**config.mk**
```make
export PLATFORM = sky130hd
export DESIGN_NAME = aes_round_sched
export DESIGN_NICKNAME = d
export VERILOG_FILES = /design/src/rtl/aes_round_sched.sv
export SDC_FILE = /design/constraint.sdc
export NUM_CORES = 1
export LEC_CHECK = 0
export CAP_MARGIN = 20
export CORE_AREA = 2 2 397 399
export DETAILED_ROUTE_END_ITERATION = 7
export DIE_AREA = 0 0 399 401
export GPL_ROUTABILITY_DRIVEN = 0
export HOLD_SLACK_MARGIN = 0.06
export PLACE_DENSITY = 0.42
export REMOVE_ABC_BUFFERS = 1
export SYNTH_ARGS = -nofsm -noshare
export SYNTH_HDL_FRONTEND = slang
export SYNTH_SLANG_ARGS = --single-unit
```
**constraint.sdc**
```tcl
create_clock -name clk -period 24.1 [get_ports clk]
set_clock_uncertainty 0.2 [all_clocks]
set_input_delay 2.41 -clock clk [delete_from_list [all_inputs] [get_ports clk]]
set_output_delay 2.41 -clock clk [all_outputs]
set_load 0.02 [all_outputs]
```
**src/rtl/aes_round_sched.sv**
```systemverilog
// aes_round_sched: shares one AES round core between the two AES_R evaluations
// of a SNOW-V FSM update, with a watchdog on the core's ready handshake.
module aes_round_sched #(
  parameter int unsigned TIMEOUT = 15
) (
  input  logic         clk,
  input  logic         reset,
  input  logic         cmd_valid,
  output logic         cmd_ready,
  input  logic [127:0] cmd_blk_a,
  input  logic [127:0] cmd_blk_b,
  input  logic [127:0] cmd_key,
  output logic         round_start,
  output logic [127:0] round_block_i,
  output logic [127:0] round_key,
  input  logic [127:0] round_block_o,
  input  logic         round_ready,
  output logic         res_valid,
  input  logic         res_ready,
  output logic [127:0] res_a,
  output logic [127:0] res_b,
  output logic         err
);

  typedef enum logic [2:0] {
    ST_IDLE,
    ST_START_A,
    ST_WAIT_A,
    ST_START_B,
    ST_WAIT_B,
    ST_DONE,
    ST_ERR
  } state_t;

  localparam logic [7:0] WD_LIMIT = 8'(TIMEOUT);
  localparam logic [7:0] WD_MAX   = 8'hff;

  state_t       state_q, state_d;
  logic [127:0] blk_a_q, blk_a_d;
  logic [127:0] blk_b_q, blk_b_d;
  logic [127:0] key_q, key_d;
  logic [127:0] res_a_q, res_a_d;
  logic [127:0] res_b_q, res_b_d;
  logic [127:0] round_block_q, round_block_d;
  logic [7:0]   wd_q, wd_d;
  logic         cmd_ready_q, cmd_ready_d;
  logic         res_valid_q, res_valid_d;
  logic         err_q, err_d;
  logic         cmd_fire;
  logic         in_wait;
  logic         sel_a_d, sel_b_d;

  assign cmd_fire = cmd_valid && cmd_ready_q;
  assign in_wait  = (state_q == ST_WAIT_A) || (state_q == ST_WAIT_B);

  always_comb begin
    state_d = state_q;
    blk_a_d = blk_a_q;
    blk_b_d = blk_b_q;
    key_d   = key_q;
    res_a_d = res_a_q;
    res_b_d = res_b_q;
    wd_d    = wd_q;

    // Idle-cycle counting is shared by both wait states; a capture overrides it.
    if (in_wait && !round_ready && (wd_q != WD_MAX)) begin
      wd_d = wd_q + 8'd1;
    end

    case (state_q)
      ST_IDLE: begin
        if (cmd_fire) begin
          blk_a_d = cmd_blk_a;
          blk_b_d = cmd_blk_b;
          key_d   = cmd_key;
          state_d = ST_START_A;
        end
      end
      ST_START_A: begin
        if (round_ready) begin
          wd_d    = '0;
          state_d = ST_WAIT_A;
        end
      end
      ST_WAIT_A: begin
        if (round_ready) begin
          res_a_d = round_block_o;
          state_d = ST_START_B;
        end else if (wd_q == WD_LIMIT) begin
          state_d = ST_ERR;
        end
      end
      ST_START_B: begin
        if (round_ready) begin
          wd_d    = '0;
          state_d = ST_WAIT_B;
        end
      end
      ST_WAIT_B: begin
        if (round_ready) begin
          res_b_d = round_block_o;
          state_d = ST_DONE;
        end else if (wd_q == WD_LIMIT) begin
          state_d = ST_ERR;
        end
      end
      ST_DONE: begin
        if (res_ready) begin
          state_d = ST_IDLE;
        end
      end
      ST_ERR: begin
        state_d = ST_ERR;
      end
      default: begin
        state_d = ST_IDLE;
      end
    endcase

    cmd_ready_d = (state_d == ST_IDLE);
    res_valid_d = (state_d == ST_DONE);
    err_d       = (state_d == ST_ERR);
  end

  assign sel_a_d = (state_d == ST_START_A) || (state_d == ST_WAIT_A);
  assign sel_b_d = (state_d == ST_START_B) || (state_d == ST_WAIT_B);

  // Core block input is registered from the next state so it is already
  // stable in the START cycle and stays put through the whole wait.
  genvar gi;
  generate
    for (gi = 0; gi < 4; gi++) begin : g_blk_mux
      assign round_block_d[32*gi +: 32] = sel_a_d ? blk_a_d[32*gi +: 32] :
                                          sel_b_d ? blk_b_d[32*gi +: 32] :
                                                    32'h0;
    end
  endgenerate

  always_ff @(posedge clk or posedge reset) begin
    if (reset) begin
      state_q       <= ST_IDLE;
      blk_a_q       <= '0;
      blk_b_q       <= '0;
      key_q         <= '0;
      res_a_q       <= '0;
      res_b_q       <= '0;
      round_block_q <= '0;
      wd_q          <= '0;
      cmd_ready_q   <= 1'b1;
      res_valid_q   <= 1'b0;
      err_q         <= 1'b0;
    end else begin
      state_q       <= state_d;
      blk_a_q       <= blk_a_d;
      blk_b_q       <= blk_b_d;
      key_q         <= key_d;
      res_a_q       <= res_a_d;
      res_b_q       <= res_b_d;
      round_block_q <= round_block_d;
      wd_q          <= wd_d;
      cmd_ready_q   <= cmd_ready_d;
      res_valid_q   <= res_valid_d;
      err_q         <= err_d;
    end
  end

  // Start follows ready so a core busy with another master just stalls us.
  assign round_start   = ((state_q == ST_START_A) || (state_q == ST_START_B)) && round_ready;
  assign cmd_ready     = cmd_ready_q;
  assign round_block_i = round_block_q;
  assign round_key     = key_q;
  assign res_valid     = res_valid_q;
  assign res_a         = res_a_q;
  assign res_b         = res_b_q;
  assign err           = err_q;

endmodule

```
==> results.cfg <==
[pwr]
swShare_pct = 38.9
p_leak_nw = 19.5
p_switching_mw = 2.66
ir_worst_vdd_uv = 104
p_clk_share_pct = 21.7
seqPwrFrac_pct = 32.4
p_int_mw = 4.19
p_per_area_nw_per_um2 = 147
comb_power_share_pct = 45.9

[cts]
cts_resized = 0
cts_buffers = 97
clk_pin_slew_ns = 0.06
h-tree-depth = 3
cts_setup_buffers = 0
cts_root_buffer = clkbuf_16
cts.sinks = 782
tritoncts = yes
clk_path_buf_depth = 3
clock_latency_ns = 0.69
cts_hold_buf = 0

[sta]
maxSlewHeadroom_pct = 30.9
worstMarginPinSlew_ns = 1.04
setup_viol_count_final = 0
post-route-min-period_ns = 7.93
final-hold-violation-count = 0
clock.fmax_mhz = 126
report.final.slew_viol_count = 0
setup_tns_ns = 0
period_share_pct = 32.9
rsz0062_at_grt = no

[route]
vias = 23264
antenna_left = 0
avgViaCountPerCell = 4.18
wl_um = 133000
drcViolationCount = 0
first_pass_iters = 4
wl_per_cell_um = 23.9
drt_iter0_drc = 1102

[worst_setup_path]
r2r_slack_ns = 17.83
cp-end-kind = flip-flop
cp.required_ns = 24.43
startpoint_type = input port
path_class = input port to flip-flop
critPathArrivalTime_ns = 8.26
worst-path-max-fanout = 65

[grt]
grt_pass1_vias = 24117
antenna_found_initial = 49
use_met1_pct = 19.2
grt_use_total_pct = 16.2
grt_max_degree = 133
grt-ovfl-total = 0
grt_pass1_wl_um = 187000
use_met3_pct = 7.33
grtUsageMet2_pct = 26.1
top_usage_layer = met2

[logic_synthesis]
synth_edf_count = 0
synth_top_flop_cell = dfrtp_1
yosys_register_bits = 782
yosys.cell_types.count = 46
yosysWarnings = 0
synth_adder_area_share_pct = 0.0405
synth_top_family_by_area = multiplexers
synth-compound-area-share_pct = 3.86
avgSynthCellArea_um2 = 12.7
synthCells = 2432
synth.mux.area_fraction_pct = 18.7
async_reset_ff_share_pct = 100
syn_area_um2 = 30900
synth_xor_area_share_pct = 0.170
ys_seq_area_share_pct = 63.3
yosysTopAreaCell = dfrtp_1
synth_common_cells = 781 x dfrtp_1, 639 x nand2_1, 508 x mux2_2
synth_most_common_cell = dfrtp_1
yosysTopAreaCellShare_pct = 63.2
synth_area_leaders = dfrtp_1 63%, mux2_2 19%, nand2_1 7.8%, nand4_1 2.5%, o211ai_1 2.2%
synth_simple_gate_area_share_pct = 11.3

[die]
fp-row-count = 145
start_util_pct = 19.9
die_w_um = 399
num_io_pins = 1033
dieArea_um2 = 160000
die_h_um = 401
core_area_um2 = 156000

[finish]
fin_nets = 3941
instances_no_fill = 5572
syn2layout_area_growth_pct = 50.9
utilization_pct = 30.0
drive_gt1_share_pct = 21.0

[run]
cap_violations = 0

[hold_path]
hold_class = flip-flop to flip-flop

[status]
status = finished, final reports clean

[placement]
dp.cells = 5382
numPortBuffers = 1032
dp_hpwl_um = 95900
-- cells in the final DEF (no fill, tap or decap), types with 3 or more instances in the layout --
master	n
nor3_1	4
mux2_2	507
o22ai_1	5
dfrtp_1	781
nand2_1	639
bufinv_16	7
clkdlybuf4s50_1	1032
nand4_1	124
xnor2_1	6
inv_6	3
clkbuf_8	22
clkinv_2	16
mux2i_1	6
inv_1	8
clkbuf_16	97
clkbuf_1	25
buf_4	31
diode_2	15
nor4_1	3
nor2_1	11
o211ai_1	92
o211ai_2	30
nand2b_1	3
-- stage by stage --
stage               setup slack, ns  power (mW)  instance area (um^2)  hold WS, ns
floorplan                    -0.463        3.90                 30100        0.247
global placement              15.45        5.43                 43400        0.258
detailed placement            15.41        5.44                 43400        0.261
CTS                           16.19        6.98                 46600        0.275
global route                  15.86        7.23                 46600        0.283
finish                        16.17        6.85                 46600        0.275
-- flip-flops by register name (all words and copies together) (netlist names), 3 cells and up --
name / count
round_key: 128
state_q: 3
res_a: 128
wd_q: 8
res_b: 128
round_block_i: 128
blk_a_q: 128
blk_b_q: 128
-- path summary, 6_finish.rpt --
check / startpoint / end / cells past startpoint
max in group asynchronous: reset / blk_b_q[90] / 6
max: cmd_valid / round_block_i[45] / 11
max reg2reg: state_q[2] / round_block_i[45] / 10
min reg2reg: round_key[104] / round_key[104] / 2
min: round_key[104] / round_key[104] / 2
min in group asynchronous: reset / res_b[58] / 2
-- critical path: stages --
cell and delay, ns:
clkdlybuf4s50_1 0.57, and4bb_2 0.30, nor2b_4 0.15, buf_4 0.60, buf_4 0.79, buf_4 0.77
buf_4 0.81, buf_4 0.85, mux2_2 0.44, nand4_1 0.08, o211ai_1 0.12
-- final cells by class --
class,instances,area [um^2]
Fill cell,16022,109000
Inverter,10,50.0
Sequential cell,782,19600
Tap cell,2058,2570
Timing Repair Buffer,1064,10600
Multi-Input combinational cell,1468,10600
Clock buffer,144,2820
Clock inverter,31,415
Antenna cell,15,37.5
-- per-layer routing --
layer | wire length, um | part of all wire (%)
met1 | 53000 | 40
met2 | 63100 | 47
met3 | 13600 | 10
met5 | 354 | 0.27
met4 | 3430 | 2.6
-- logic make-up after synthesis --
| logic type | after synthesis |
|---|---|
| AOI/OAI and AO/OA | 139 |
| xor gates and xnor gates | 6 |
| adders and majority gates | 1 |
| buffers and inverters | 182 |
| DFF | 782 |
| muxes | 514 |
| and+or+nand+nor | 808 |
-- power by group through the flow --
stage          Clock [mW]  Combinational (mW)  Sequential, mW
2_1_floorplan           0                1.21            2.70
3_3_place_gp            0                3.19            2.24
3_5_place_dp            0                3.19            2.25
4_1_cts              1.54                3.20            2.23
5_1_grt              1.59                3.34            2.30
6_report             1.49                3.14            2.22
No activity file was read; power rests on OpenSTA's default activity.
